[src/rtl/mips_mc_ctrl.sv]
// ============================================================================
// Module      : mips_mc_ctrl
// Description : Multi-cycle MIPS control unit. Sequences FETCH/DECODE/EXEC/
//               MEM/WB and drives datapath steering and strobe controls.
//               Optional lui support is enabled by defining MIPS_CTRL_LUI_EN.
// Revision    : 1.0 - initial release
// ============================================================================
`default_nettype none

module mips_mc_ctrl (
    input  logic        clk,
    input  logic        rst,
    input  logic [31:0] instructionOP,
    input  logic        zero,
    output logic        RegDst,
    output logic        RegWr,
    output logic [1:0]  ExtOp,
    output logic [1:0]  ALUctr,
    output logic        ALUSrc,
    output logic        MemtoReg,
    output logic        MemWr,
    output logic [1:0]  nPC_sel,
    output logic        j_sel,
    output logic [25:0] jValue,
    output logic        pc_en,
    output logic        instr_done,
    output logic        illegal
);

    localparam logic [5:0] c_OP_RTYPE = 6'h00;
    localparam logic [5:0] c_OP_ORI   = 6'h0D;
    localparam logic [5:0] c_OP_LW    = 6'h23;
    localparam logic [5:0] c_OP_SW    = 6'h2B;
    localparam logic [5:0] c_OP_BEQ   = 6'h04;
    localparam logic [5:0] c_OP_J     = 6'h02;
    localparam logic [5:0] c_OP_LUI   = 6'h0F;
    localparam logic [5:0] c_FN_ADDU  = 6'h21;
    localparam logic [5:0] c_FN_SUBU  = 6'h23;

    localparam logic [1:0] c_EXT_ZERO = 2'b00;
    localparam logic [1:0] c_EXT_SIGN = 2'b01;
    localparam logic [1:0] c_EXT_LUI  = 2'b10;
    localparam logic [1:0] c_ALU_ADD  = 2'b00;
    localparam logic [1:0] c_ALU_SUB  = 2'b01;
    localparam logic [1:0] c_ALU_OR   = 2'b10;

    typedef enum logic [2:0] {
        c_ST_FETCH  = 3'd0,
        c_ST_DECODE = 3'd1,
        c_ST_EXEC   = 3'd2,
        c_ST_MEM    = 3'd3,
        c_ST_WB     = 3'd4
    } state_t;

    typedef enum logic [3:0] {
        c_CL_ILL  = 4'd0,
        c_CL_ADDU = 4'd1,
        c_CL_SUBU = 4'd2,
        c_CL_ORI  = 4'd3,
        c_CL_LW   = 4'd4,
        c_CL_SW   = 4'd5,
        c_CL_BEQ  = 4'd6,
        c_CL_J    = 4'd7,
        c_CL_LUI  = 4'd8
    } iclass_t;

    state_t      r_state;
    logic [31:0] r_ir;
    iclass_t     w_class;
    logic [5:0]  w_op;
    logic [5:0]  w_funct;
    logic        w_final;

    assign w_op    = r_ir[31:26];
    assign w_funct = r_ir[5:0];

    // Instruction classification; everything not listed decodes as illegal.
    always_comb begin
        w_class = c_CL_ILL;
        case (w_op)
            c_OP_RTYPE: begin
                if (w_funct == c_FN_ADDU)
                    w_class = c_CL_ADDU;
                else if (w_funct == c_FN_SUBU)
                    w_class = c_CL_SUBU;
            end
            c_OP_ORI: w_class = c_CL_ORI;
            c_OP_LW:  w_class = c_CL_LW;
            c_OP_SW:  w_class = c_CL_SW;
            c_OP_BEQ: w_class = c_CL_BEQ;
            c_OP_J:   w_class = c_CL_J;
`ifdef MIPS_CTRL_LUI_EN
            c_OP_LUI: w_class = c_CL_LUI;
`else
            c_OP_LUI: w_class = c_CL_ILL;
`endif
            default:  w_class = c_CL_ILL;
        endcase
    end

    always_comb begin
        w_final = 1'b0;
        case (r_state)
            c_ST_DECODE: w_final = (w_class == c_CL_ILL) || (w_class == c_CL_J);
            c_ST_EXEC:   w_final = (w_class == c_CL_BEQ);
            c_ST_MEM:    w_final = (w_class == c_CL_SW);
            c_ST_WB:     w_final = 1'b1;
            default:     w_final = 1'b0;
        endcase
    end

    always_ff @(posedge clk or negedge rst) begin
        if (!rst) begin
            r_state <= c_ST_FETCH;
            r_ir    <= 32'd0;
        end else begin
            case (r_state)
                c_ST_FETCH: begin
                    r_ir    <= instructionOP;
                    r_state <= c_ST_DECODE;
                end
                c_ST_DECODE: begin
                    if (w_final)
                        r_state <= c_ST_FETCH;
                    else
                        r_state <= c_ST_EXEC;
                end
                c_ST_EXEC: begin
                    if (w_class == c_CL_BEQ)
                        r_state <= c_ST_FETCH;
                    else if ((w_class == c_CL_LW) || (w_class == c_CL_SW))
                        r_state <= c_ST_MEM;
                    else
                        r_state <= c_ST_WB;
                end
                c_ST_MEM: begin
                    if (w_class == c_CL_LW)
                        r_state <= c_ST_WB;
                    else
                        r_state <= c_ST_FETCH;
                end
                default: r_state <= c_ST_FETCH;
            endcase
        end
    end

    // Steering is held from DECODE through the final state; zero in FETCH.
    always_comb begin
        RegDst   = 1'b0;
        ExtOp    = c_EXT_ZERO;
        ALUctr   = c_ALU_ADD;
        ALUSrc   = 1'b0;
        MemtoReg = 1'b0;
        if (r_state != c_ST_FETCH) begin
            case (w_class)
                c_CL_ADDU: begin
                    RegDst = 1'b1;
                    ALUctr = c_ALU_ADD;
                end
                c_CL_SUBU: begin
                    RegDst = 1'b1;
                    ALUctr = c_ALU_SUB;
                end
                c_CL_ORI: begin
                    ExtOp  = c_EXT_ZERO;
                    ALUSrc = 1'b1;
                    ALUctr = c_ALU_OR;
                end
                c_CL_LW: begin
                    ExtOp    = c_EXT_SIGN;
                    ALUSrc   = 1'b1;
                    MemtoReg = 1'b1;
                end
                c_CL_SW: begin
                    ExtOp  = c_EXT_SIGN;
                    ALUSrc = 1'b1;
                end
                c_CL_BEQ: ALUctr = c_ALU_SUB;
                c_CL_LUI: begin
                    ExtOp  = c_EXT_LUI;
                    ALUSrc = 1'b1;
                    ALUctr = c_ALU_OR;
                end
                default: ;
            endcase
        end
    end

    always_comb begin
        RegWr      = (r_state == c_ST_WB);
        MemWr      = (r_state == c_ST_MEM) && (w_class == c_CL_SW);
        pc_en      = w_final;
        instr_done = w_final;
        illegal    = (r_state == c_ST_DECODE) && (w_class == c_CL_ILL);
        j_sel      = (r_state == c_ST_DECODE) && (w_class == c_CL_J);
        nPC_sel    = ((r_state == c_ST_EXEC) && (w_class == c_CL_BEQ) && zero)
                     ? 2'b01 : 2'b00;
        jValue     = r_ir[25:0];
    end

endmodule

`default_nettype wire

[config.mk]
export PLATFORM = sky130hd
export DESIGN_NAME = mips_mc_ctrl
export DESIGN_NICKNAME = d
export VERILOG_FILES = /design/src/rtl/mips_mc_ctrl.sv
export SDC_FILE = /design/constraint.sdc
export NUM_CORES = 1
export LEC_CHECK = 0
export CAP_MARGIN = 20
export CORE_MARGIN = 4
export CORE_UTILIZATION = 37
export DETAILED_ROUTE_END_ITERATION = 12
export DONT_BUFFER_PORTS = 1
export HOLD_SLACK_MARGIN = 0.05
export REMOVE_ABC_BUFFERS = 1
export SETUP_SLACK_MARGIN = 0.4
export SYNTH_ARGS = -nofsm -noshare
export SYNTH_HDL_FRONTEND = slang
export SYNTH_SLANG_ARGS = --single-unit
[constraint.sdc]
create_clock -name clk -period 1.8 [get_ports clk]
set_input_delay 0.36 -clock clk [delete_from_list [all_inputs] [get_ports clk]]
set_output_delay 0.36 -clock clk [all_outputs]
set_load 0.05 [all_outputs]
* Word-level counts from Yosys, hierarchy flattened
Cells that the tools add are included.
** Storage, ports and cells
- Memories :: 0
- Memory bits (writable) :: 0
- Register bits after elaboration :: 35
- Logic and storage cells :: 57
- Bits in latches :: 0
- Output and inout port bits :: 41
- ROM bits :: 0
** Operators by class
- Mux-type cells :: 20
- Reductions and logical operators :: 16
- Eq/ne operators :: 19
- Multipliers :: 0
- Divide/modulo/power cells :: 0
- Shifts and indexed selects :: 0
- Bitwise operators :: 0
- Add/sub/neg operators :: 0
- Order comparisons :: 0
** Operator list (number)
- $eq A6 B6 Y1 const B :: 4
- $pmux W4 S6 :: 1
- $eq A4 B3 Y1 const B :: 4
- $pmux W3 S4 :: 1
- $mux W2 :: 5
- $mux W3 :: 3
- $eq A4 B2 Y1 const B :: 2
- $pmux W2 S2 :: 2
- $reduce_or A2 Y1 :: 4
- $mux W1 :: 7
- $eq A3 B2 Y1 const B :: 2
- $eq A6 B2 Y1 const B :: 1
- $eq A6 B3 Y1 const B :: 1
- $eq A6 B4 Y1 const B :: 1
- $logic_not A6 Y1 :: 1
- $logic_and A1 B1 Y1 :: 5
- $eq A4 B1 Y1 const B :: 1
- $eq A4 B4 Y1 const B :: 1
- $logic_not A4 Y1 :: 1
- $pmux W1 S4 :: 1
- $reduce_or A4 Y1 :: 1
- $eq A3 B1 Y1 const B :: 1
- $eq A3 B3 Y1 const B :: 1
- $logic_not A3 Y1 :: 1
- 2 further kinds :: 3

* Logic depth before layout (Yosys ltp)
Gate-level depths: netlist (run 1).
- Depth after elaboration :: 9
- Gate-level depth with buffers :: 7

* Worst setup path after synthesis (run 1)
No wires, ideal clock.
- Path type :: register to output
- Start point :: register r_ir[26]
- End point :: output ALUSrc
- Stages on the path, launching flop included :: 6
- Required time :: 1.440 ns
- Arrival time :: 2.809 ns
- Slack :: -1.369 ns
- Cell sequence :: dfrtp_1 -> buf_6 -> nor4b_1 -> o21a_1 -> nor3b_1 -> or2_1
** On the way
- Cells in the longest elaborated chain, start to end :: 6
** RTL lines
- start, declared :: RTL line 68 : logic [31:0] r_ir;
- start signal, assigned :: RTL line 119 : r_ir <= instructionOP;
- $eq A6 B2 Y1 (tied with other cells) :: RTL line 80 : case (w_op)
- $pmux W4 S6 * :: RTL line 80
- $eq A4 B3 Y1 (tied with other cells) :: RTL line 155 : case (w_class)
- $reduce_or A4 Y1 (no line) *
- $mux W1 * :: RTL line 155
- $mux W1 * :: RTL line 154 : if (r_state != c_ST_FETCH) begin
- end, declared :: RTL line 19 : output logic ALUSrc,
Every way passes the cells marked *; elsewhere a longest branch is shown, timed or not.

* Worst setup path in the final report (run 1)
- Start point :: register r_ir[31]
- End point :: output instr_done
** On the way
- Cells in the longest elaborated chain, start to end :: 5
** RTL lines
- $eq A6 B2 Y1 (tied with other cells) :: RTL line 80
- $pmux W4 S6 * :: RTL line 80
- $eq A4 B3 Y1 or $logic_not A4 Y1 (tied branches) :: RTL line 104 : c_ST_DECODE: w_final = (w_class == c_CL_ILL) || (w_class == c_CL_J);
- $logic_or A1 B1 Y1 :: RTL line 104
- $pmux W1 S4 * :: RTL line 103 : case (r_state)
- end, declared :: RTL line 26 : output logic instr_done,
Marks and branches as above.

==> impl_metrics.sql, run 1 <==
INSERT INTO impl_metrics (metric_group, metric, value, unit) VALUES
('yosys', 'ys_seq_elements', '35', ''),
('detailed_routing', 'num_vias', '1335', ''),
('layout', 'final_core_utilization', '55.7', '%'),
('timing', 'worst-slew-pin-transition', '0.513', 'ns'),
('floorplan', 'floorplan.die_area', '0.00657', 'mm²'),
('yosys', 'postSynthAreaPerCell', '11.7', 'µm²'),
('detailed_routing', 'wirelength', '4820', 'µm'),
('yosys', 'syn_inst', '169', ''),
('yosys', 'synth.cell_area', '0.00197', 'mm²'),
('timing', 'setup_ws_post_layout', '-0.654', 'ns'),
('layout', 'area_growth', '45.0', '%'),
('timing', 'timing.clock.skew', '0.00317', 'ns'),
('worst_hold_path', 'worstHoldPathType', 'primary input to flop', ''),
('floorplan', 'fp.dieW', '81.1', 'µm'),
('layout', 'diodes', '0', ''),
('timing', 'final_report_max_slew_violation_count', '0', ''),
('clock_network', 'clock_tree.htree_level_count', '2', ''),
('yosys', 'synth-seq-area-share', '44.4', '%'),
('floorplan', 'floorplan.initialDensity', '38.4', '%'),
('floorplan', 'floorplan.io_pins', '76', ''),
('placed_design', 'place_area', '0.00223', 'mm²'),
('clock_network', 'clkSlewWorstSetupHoldPaths', '0.07', 'ns'),
('floorplan', 'fp.dieH', '81.1', 'µm'),
('job', 'drv.max_cap_violation_count', '0', ''),
('critical_path', 'crit_arrival', '2.09', 'ns'),
('detailed_routing', 'wl_per_cell', '17.4', 'µm'),
('global_route', 'grt_pass1_vias', '1465', ''),
('run_status', 'run_status', 'finished with violations', ''),
('placed_design', 'routabilityCongestion', '0.853', ''),
('layout', 'post_route_cells_drive_above_1_share', '68.1', '%'),
('timing', 'timing.slew.headroom', '65.8', '%'),
('yosys', 'dominantRegCellSynth', 'dfrtp_1', ''),
('critical_path', 'crit_path_start_kind', 'flop', ''),
('critical_path', 'critical_path.max_fanout', '7', ''),
('run_status', 'violations', 'setup timing', ''),
('detailed_routing', 'drt_iter0_drc', '36', ''),
('detailed_routing', 'postRouteAntennaNets', '0', ''),
('yosys', 'synth_edf_count', '0', ''),
('yosys', 'yosys.cell_types.count', '43', ''),
('timing', 'setup_viol_count_final', '13', ''),
('detailed_routing', 'detail_route.vias_per_cell', '4.82', ''),
('global_route', 'grt_overflow_total', '0', ''),
('yosys', 'synth.yosys.warnings', '0', ''),
('timing', 'timing_hold_violations_final', '0', ''),
('clock_network', 'cts.sink_count', '35', ''),
('clock_network', 'cts-buffers-inserted', '5', ''),
('critical_path', 'worstSetupPathType', 'flop to output port', ''),
('clock_network', 'clockRootBuffer', 'clkbuf_8', ''),
('global_route', 'maximum_number_of_pins_on_one_net_before_global_route_repair', '36', ''),
('layout', 'finished_cell_area', '0.00286', 'mm²'),
('placed_design', 'dp_hpwl', '3280', 'µm'),
('global_route', 'grt_pass1_wl', '7180', 'µm'),
('clock_network', 'clock_latency', '0.27', 'ns'),
('detailed_routing', 'drtPass1Iterations', '4', ''),
('timing', 'final_period_minus_worst_setup_slack', '2.45', 'ns'),
('timing', 'fin_hold_ws', '0.224', 'ns'),
('timing', 'max_freq', '407', 'MHz'),
('clock_network', 'clockBufferDepth', '2', ''),
('critical_path', 'cp-end-kind', 'output port', ''),
('global_route', 'antenna_found_initial', '0', ''),
('timing', 'grt_setup_unrepaired', 'true', ''),
('clock_network', 'cts_tree', 'done', ''),
('timing', 'layout_worst_path_cycle_share', '136', '%'),
('global_route', 'grtUsageTotal', '14.6', '%'),
('floorplan', 'floorplan.core_area', '0.00514', 'mm²'),
('detailed_routing', 'number_of_design_rule_violations_left_after_detail_routing', '0', ''),
('placed_design', 'buffer_ports.inserted', '0', ''),
('layout', 'finish.net_count', '241', ''),
('critical_path', 'required_time_at_the_worst_slack_endpoint', '1.44', 'ns'),
('floorplan', 'std_cell_rows', '26', ''),
('yosys', 'postSynth.asyncResetShare', '100', '%'),
('timing', 'timing.setup.tns', '-6.46', 'ns');
## worst max-delay path: stages (launching register included)
cell	delay, ns
dfrtp_2	0.47
or3_1	0.38
a211oi_2	0.28
or2_2	0.17
nand4bb_4	0.14
nand4_1	0.15
buf_4	0.23
## cell families after synthesis
| group | synth area share, % |
|---|---|
| DFF | 44.4 |
| muxes | 18.3 |
| AOI/OAI and AO/OA | 7.04 |
| xor gates and xnor gates | 0.444 |
| and+or+nand+nor | 14.3 |
| other | 0.190 |
| buffers and inverters | 15.5 |
## per-layer routing
layer  global-route usage (%)  wire (µm)  vias up
met5                        0          0        -
met2                     26.4       2550       62
met4                     3.55         14        0
met3                     6.10        427        2
met1                     15.6       1840      646
li1                         -          -      625
## registers in the layout (all words and copies together) (netlist names)
name     cells
r_ir        32
r_state      3
## synthesized netlist by cell type (2+ instances only)
master,number,area (µm²)
nor3b_1,3,22.5
nand4_1,2,12.5
nor2b_1,3,18.8
nor3_1,5,25.0
buf_4,33,248
nand2_1,2,7.51
buf_6,2,22.5
nor4b_1,4,35.0
inv_1,7,26.3
nor2_1,6,22.5
nand3_1,4,20.0
mux2_2,32,360
a21oi_1,2,10.0
dfrtp_1,35,876
## layout make-up
| type | instances | area [µm²] |
|---|---|---|
| fillers | 418 | 2280 |
| multi-input cells | 91 | 1040 |
| flip-flops and latches | 35 | 886 |
| repair buffers | 66 | 723 |
| clock buffers | 8 | 100 |
| well taps | 70 | 87.6 |
| inverters | 7 | 26.3 |
## per-stage QoR
| stage | cells | setup slack [ns] |
|---|---|---|
| finish | 277 | -0.654 |
| global route | 277 | -0.729 |
| CTS | 272 | -0.660 |
| detailed placement | 252 | -0.438 |
| global placement | 252 | -0.368 |
| floorplan | 133 | -1.74 |
## worst paths after layout
path | from | endpoint | slack [ns] | cells past startpoint
min in group asynchronous | rst | r_ir[16] | 0.54 | 2
hold / removal | instructionOP[27] | r_ir[27] | 0.22 | 1
hold reg to reg | r_state[0] | r_state[0] | 0.52 | 1
max in group asynchronous | rst | r_ir[27] | 1.07 | 2
setup / recovery | r_ir[31] | instr_done | -0.65 | 6
setup reg to reg | r_ir[29] | r_state[1] | -0.15 | 9
## placed cells by master, fill, tap and decap left out, types with 4 or more instances in the layout
master    Yosys  final
buf_4        33     37
mux2_4        0     32
dfrtp_1      35     27
buf_6         2     14
buf_12        0     11
dfrtp_2       0      8
clkbuf_8      0      7
nor2_1        6      6
nor4b_2       0      4
inv_1         7      4
## timing repair
item / in CTS / in global routing
buffers inserted: 9 / 5
endpoints found under the hold margin: 35 / 0
setup endpoints to repair: 48 / 48
cloned: 1 / 0
pin swaps: 7 / 3
resized for setup: 66 / 25
hold buffers: 2 / 0
Power of run 1 is left out: the tool's default activity adds up to more than one toggle a clock period on the data nets, which glitch-free logic cannot reach.
==> inputs of run 2 (changes only) <==
--- a/config.mk
+++ b/config.mk
@@ -7,10 +7,11 @@
 export LEC_CHECK = 0
 export CAP_MARGIN = 20
 export CORE_MARGIN = 4
-export CORE_UTILIZATION = 37
+export CORE_UTILIZATION = 56
 export DETAILED_ROUTE_END_ITERATION = 12
 export DONT_BUFFER_PORTS = 1
 export HOLD_SLACK_MARGIN = 0.05
+export PLACE_DENSITY = 0.74
 export REMOVE_ABC_BUFFERS = 1
 export SETUP_SLACK_MARGIN = 0.4
 export SYNTH_ARGS = -nofsm -noshare
==> run 2 against run 1 <==
Effect of this change: the run still ends with setup timing left; sequential cell count unchanged; core utilization increased by 38 points; sequential share of layout area shrank 2.4 points; clock-buffer cell count fell by 3; register-to-register slack got worse by 0.16 ns; final cell count fell by 5.1%; wire length increased by 50%; maximum frequency is 8.6% lower; global-route usage increased by 14 points; critical endpoint is now RegDst.
==> impl_metrics.sql, run 2 (same netlist as run 1, synthesis figures left out) <==
INSERT INTO impl_metrics (metric_group, metric, value, unit) VALUES
('timing', 'final_period_minus_worst_setup_slack', '2.69', 'ns'),
('timing', 'grt_setup_unrepaired', 'true', ''),
('clock_network', 'cts.sink_count', '35', ''),
('layout', 'post_route_cells_drive_above_1_share', '82.9', '%'),
('detailed_routing', 'routed-wl-met2', '3760', 'µm'),
('critical_path', 'cp-end-kind', 'output port', ''),
('detailed_routing', 'wirelength', '7230', 'µm'),
('layout', 'largest_registers', 'r_ir: 32 flops, r_state: 3 flops', ''),
('layout', 'fillers', '80', ''),
('clock_network', 'cts-buffers-inserted', '5', ''),
('critical_path', 'worst-r2r-setup-slack', '-0.31', 'ns'),
('clock_network', 'clkSlewWorstSetupHoldPaths', '0.13', 'ns'),
('layout', 'largest-register', 'r_ir', ''),
('detailed_routing', 'met3WireLength', '606', 'µm'),
('layout', 'layout.cells.most_common', 'buf_4', ''),
('detailed_routing', 'detail_route.vias_per_cell', '6.08', ''),
('global_route', 'maximum_number_of_pins_on_one_net_before_global_route_repair', '36', ''),
('layout', 'largest_reg_flops', '32', ''),
('run_status', 'run_status', 'finished with violations', ''),
('timing', 'fin_hold_ws', '0.133', 'ns'),
('layout', 'finish.net_count', '251', ''),
('timing', 'setup_ws_post_layout', '-0.887', 'ns'),
('detailed_routing', 'top_layer', 'met4', ''),
('run_status', 'violations', 'setup timing', ''),
('layout', 'diodes', '0', ''),
('layout', 'layout.cells.most_common_list', 'buf_4 (35), mux2_4 (31), dfrtp_2 (22)', ''),
('critical_path', 'worstSetupPathType', 'flop to output port', ''),
('critical_path', 'crit_arrival', '2.33', 'ns'),
('detailed_routing', 'postRouteAntennaNets', '0', ''),
('detailed_routing', 'drt_iter0_drc', '124', ''),
('floorplan', 'floorplan.core_area', '0.00336', 'mm²'),
('detailed_routing', 'wl_per_cell', '27.5', 'µm'),
('placed_design', 'routabilityCongestion', '0.872', ''),
('timing', 'setup_viol_count_final', '14', ''),
('floorplan', 'floorplan.initialDensity', '58.7', '%'),
('floorplan', 'fp.dieW', '67.4', 'µm'),
('floorplan', 'std_cell_rows', '21', ''),
('critical_path', 'crit_path_start_kind', 'flop', ''),
('floorplan', 'floorplan.io_pins', '76', ''),
('global_route', 'grt_overflow_total', '0', ''),
('clock_network', 'clock_tree.htree_level_count', '2', ''),
('detailed_routing', 'num_vias', '1600', ''),
('critical_path', 'required_time_at_the_worst_slack_endpoint', '1.44', 'ns'),
('clock_network', 'cts_tree', 'done', ''),
('global_route', 'grt_pass1_vias', '1698', ''),
('global_route', 'grt_pass1_wl', '9090', 'µm'),
('timing', 'final_report_max_slew_violation_count', '0', ''),
('layout', 'sequential_cell_area', '903', 'µm²'),
('placed_design', 'buffer_ports.inserted', '0', ''),
('worst_hold_path', 'worstHoldPathType', 'primary input to flop', ''),
('job', 'drv.max_cap_violation_count', '0', ''),
('detailed_routing', 'drtPass1Iterations', '4', ''),
('clock_network', 'clockRootBuffer', 'clkbuf_4', ''),
('detailed_routing', 'wirelength_met1', '2520', 'µm'),
('placed_design', 'post-place-ws', '-0.423', 'ns'),
('clock_network', 'clock_latency', '0.37', 'ns'),
('detailed_routing', 'number_of_design_rule_violations_left_after_detail_routing', '0', ''),
('timing', 'timing_hold_violations_final', '0', ''),
('placed_design', 'dp_hpwl', '3030', 'µm'),
('timing', 'timing.setup.tns', '-9.89', 'ns'),
('layout', 'area_taken_by_multi_input_logic_gates', '0.00115', 'mm²'),
('timing', 'timing.clock.skew', '0.0198', 'ns'),
('global_route', 'grtUsageTotal', '28.5', '%'),
('clock_network', 'clockBufferDepth', '2', ''),
('timing', 'layout_worst_path_cycle_share', '149', '%'),
('floorplan', 'floorplan.die_area', '0.00454', 'mm²'),
('layout', 'area_growth', '60.1', '%'),
('critical_path', 'critical_path.max_fanout', '6', ''),
('placed_design', 'place_inst', '224', ''),
('floorplan', 'fp.dieH', '67.4', 'µm'),
('timing', 'max_freq', '372', 'MHz'),
('global_route', 'antenna_found_initial', '0', ''),
('layout', 'fin_cells', '263', '');
run 2: worst paths after layout:
check,startpoint,to,depth (start not counted)
setup / recovery,r_ir[26],RegDst,7
hold / removal,instructionOP[7],r_ir[7],1
setup reg to reg,r_ir[26],r_state[1],8
hold reg to reg,r_state[2],r_state[0],1
max in group asynchronous,rst,r_ir[28],2
min in group asynchronous,rst,r_state[1],2
run 2: area by class of cell:
cell class                 instances  share of cell area (%)
tap                               46                    1.82
inverter                           7                   0.911
timing repair buffer              76                    28.9
clock inverter                     3                    2.14
multi-input combinational         91                    36.5
clock buffer                       5                    1.19
sequential                        35                    28.6
run 2: timing repair:
item / 4_1_cts / 5_1_grt
endpoints found under the hold margin: 35 / 0
hold buffers: 2 / 0
gates resized for setup: 91 / 46
pin swaps: 11 / 13
endpoints found under the setup margin: 48 / 63
gates cloned: 3 / 0
buffers inserted: 18 / 8
run 2: per-stage QoR:
step	instance area [µm²]	utilization, %
2_1_floorplan	1700	-
3_3_place_gp	2190	65.0
3_5_place_dp	2190	65.0
4_1_cts	2940	87.4
5_1_grt	3160	94.0
6_report	3160	94.0
run 2: layer usage:
layer | global-route usage, % | up-vias
li1 | - | 654
met1 | 29.8 | 790
met2 | 51.8 | 115
met3 | 8.65 | 41
met4 | 13.2 | 0
met5 | 0 | -
run 2: critical path, cell delays in order, from the launching register on:
cell and delay (ns):
dfrtp_2 0.49, buf_4 0.16, nand4b_1 0.20, nor3_2 0.31, buf_4 0.19, nor2_1 0.07, a2111oi_4 0.36, buf_12 0.18
Power of run 2 is left out for the same reason.
==> inputs of run 3 (changes only) <==
--- a/config.mk
+++ b/config.mk
@@ -7,9 +7,10 @@
 export LEC_CHECK = 0
 export CAP_MARGIN = 20
 export CORE_MARGIN = 4
-export CORE_UTILIZATION = 56
+export CORE_UTILIZATION = 58
 export DETAILED_ROUTE_END_ITERATION = 12
 export DONT_BUFFER_PORTS = 1
+export GPL_ROUTABILITY_DRIVEN = 0
 export HOLD_SLACK_MARGIN = 0.05
 export PLACE_DENSITY = 0.74
 export REMOVE_ABC_BUFFERS = 1
==> constraint.sdc (replaced) <==
create_clock -name clk -period 2.5 [get_ports clk]
set_input_delay 0.5 -clock clk [delete_from_list [all_inputs] [get_ports clk]]
set_output_delay 0.5 -clock clk [all_outputs]
set_load 0.05 [all_outputs]
==> run 3 against run 2 <==
Effect of this change: the flow still finishes with violations (setup timing); core utilization is 19 points lower; global-route usage is 7.0 points lower; clock-buffer cell count is 3 higher; critical path type unchanged; sequential share of layout area is 8.8 points higher; worst setup slack better by 0.64 ns; hold slack better by 0.18 ns; register-to-register slack better by 0.84 ns; final cell count is 16% lower.
==> impl_metrics.sql, run 3 (same netlist as run 1, synthesis figures left out) <==
INSERT INTO impl_metrics (metric_group, metric, value, unit) VALUES
('detailed_routing', 'wl_per_cell', '20.5', 'µm'),
('layout', 'sequential_cell_area', '882', 'µm²'),
('global_route', 'antenna_found_initial', '0', ''),
('global_route', 'grt_overflow_total', '0', ''),
('critical_path', 'crit_arrival', '2.25', 'ns'),
('detailed_routing', 'number_of_design_rule_violations_left_after_detail_routing', '0', ''),
('critical_path', 'required_time_at_the_worst_slack_endpoint', '2.00', 'ns'),
('floorplan', 'fp.dieW', '66.3', 'µm'),
('floorplan', 'fp.dieH', '66.3', 'µm'),
('clock_network', 'cts_tree', 'done', ''),
('floorplan', 'floorplan.die_area', '0.00440', 'mm²'),
('layout', 'post_route_cells_drive_above_1_share', '64.0', '%'),
('floorplan', 'std_cell_rows', '20', ''),
('timing', 'grt_setup_unrepaired', 'true', ''),
('run_status', 'run_status', 'finished with violations', ''),
('detailed_routing', 'drt_iter0_drc', '119', ''),
('detailed_routing', 'wirelength', '4560', 'µm'),
('floorplan', 'floorplan.io_pins', '76', ''),
('floorplan', 'floorplan.initialDensity', '62.6', '%'),
('layout', 'layout.cells.most_common_list', 'mux2_2 (32), dfrtp_1 (30), buf_4 (26)', ''),
('layout', 'area_taken_by_multi_input_logic_gates', '953', 'µm²'),
('timing', 'timing.clock.skew', '0.00566', 'ns'),
('detailed_routing', 'drtPass1Iterations', '4', ''),
('placed_design', 'place_inst', '196', ''),
('clock_network', 'clock_tree.htree_level_count', '2', ''),
('timing', 'timing_hold_violations_final', '0', ''),
('run_status', 'violations', 'setup timing', ''),
('layout', 'area_growth', '19.5', '%'),
('global_route', 'grt_pass1_vias', '1448', ''),
('clock_network', 'clockBufferDepth', '2', ''),
('clock_network', 'clkSlewWorstSetupHoldPaths', '0.10', 'ns'),
('timing', 'max_freq', '364', 'MHz'),
('timing', 'setup_viol_count_final', '10', ''),
('detailed_routing', 'detail_route.vias_per_cell', '5.86', ''),
('layout', 'layout.cells.most_common', 'mux2_2', ''),
('timing', 'timing.slew.headroom', '66.5', '%'),
('critical_path', 'crit_path_start_kind', 'flop', ''),
('layout', 'finish.net_count', '212', ''),
('timing', 'worst-slew-pin-transition', '0.503', 'ns'),
('placed_design', 'dp_hpwl', '2890', 'µm'),
('floorplan', 'floorplan.core_area', '0.00315', 'mm²'),
('critical_path', 'worstSetupPathType', 'flop to output port', ''),
('clock_network', 'cts-buffers-inserted', '5', ''),
('timing', 'layout_worst_path_cycle_share', '110', '%'),
('job', 'drv.max_cap_violation_count', '0', ''),
('detailed_routing', 'postRouteAntennaNets', '0', ''),
('critical_path', 'cp-end-kind', 'output port', ''),
('timing', 'setup_ws_post_layout', '-0.247', 'ns'),
('clock_network', 'clockRootBuffer', 'clkbuf_4', ''),
('layout', 'diodes', '0', ''),
('layout', 'largest-register', 'r_ir', ''),
('critical_path', 'cp-startpoint', 'r_ir[31]', ''),
('timing', 'final_report_max_slew_violation_count', '0', ''),
('global_route', 'maximum_number_of_pins_on_one_net_before_global_route_repair', '36', ''),
('layout', 'fillers', '210', ''),
('timing', 'final_period_minus_worst_setup_slack', '2.75', 'ns'),
('timing', 'fin_hold_ws', '0.317', 'ns'),
('layout', 'largest_reg_flops', '32', ''),
('global_route', 'grt_pass1_wl', '6980', 'µm'),
('worst_hold_path', 'worstHoldPathType', 'primary input to flop', ''),
('critical_path', 'worst_r2r_startpoint', 'r_ir[26]', ''),
('worst_hold_path', 'holdCritStartpoint', 'instructionOP[0]', ''),
('clock_network', 'clock_latency', '0.32', 'ns'),
('detailed_routing', 'num_vias', '1302', ''),
('placed_design', 'buffer_ports.inserted', '0', ''),
('clock_network', 'cts.sink_count', '35', ''),
('layout', 'fin_cells', '222', ''),
('layout', 'largest_registers', 'r_ir: 32 flops, r_state: 3 flops', ''),
('global_route', 'grtUsageTotal', '21.5', '%'),
('critical_path', 'critical_path.max_fanout', '6', '');
-- run 3: cell count changes in the layout (fill, tap and decap cells not counted), moves of 4 or more --
cell,change
buf_8,-4
buf_6,-14
mux2_2,+31
buf_12,-9
mux2_4,-31
buf_4,-9
dfrtp_2,-17
dfrtp_1,+17
-- run 3: worst max-delay path, stage by stage, from the launching register on --
cell	delay [ns]
dfrtp_2	0.47
buf_4	0.17
and2_4	0.18
a21oi_1	0.32
o22ai_2	0.16
o2111ai_2	0.22
nand4_1	0.18
buf_12	0.22
-- run 3: path summary, 6_finish.rpt --
kind                       cells past startpoint  slack (ns)          to
setup / recovery                               7       -0.25       pc_en
hold / removal                                 1        0.32     r_ir[0]
setup reg to reg                               6        0.53  r_state[1]
hold reg to reg                                1        0.58  r_state[0]
max in group asynchronous                      2        1.68    r_ir[29]
min in group asynchronous                      2        0.63    r_ir[19]
-- run 3: stage by stage --
stage | area, µm² | utilization (%) | setup slack (ns) | TNS [ns]
finish | 2360 | 74.8 | -0.247 | -1.57
global route | 2360 | 74.8 | -0.312 | -2.28
CTS | 2230 | 70.8 | -0.167 | -0.797
detailed placement | 1960 | 62.3 | 0.0972 | 0
global placement | 1960 | 62.3 | 0.173 | 0
floorplan | 1700 | - | -1.18 | -4.28
-- run 3: layout make-up --
cell class / instances / area share (%)
clock buffers: 8 / 2.92
inverters: 7 / 1.43
multi-input cells: 91 / 40.4
flip-flops and latches: 35 / 37.4
well taps: 44 / 2.33
repair buffers: 37 / 15.5
-- run 3: what timing repair did --
item                                    CTS  global route
gates resized for setup                  25            16
hold buffers                              2             0
endpoints found under the hold margin    35             0
pin swaps                                 6             5
endpoints found under the setup margin   12            12
buffers inserted                         10             6
-- run 3: per-layer routing --
metal	vias to the layer above	part of all wire [%]	track usage (%)
met5	-	0	0
met1	638	34	21.8
met4	0	3.4	11.7
met2	75	55	38.5
li1	574	-	-
met3	15	8.1	6.80
Power of run 3 is left out for the same reason.
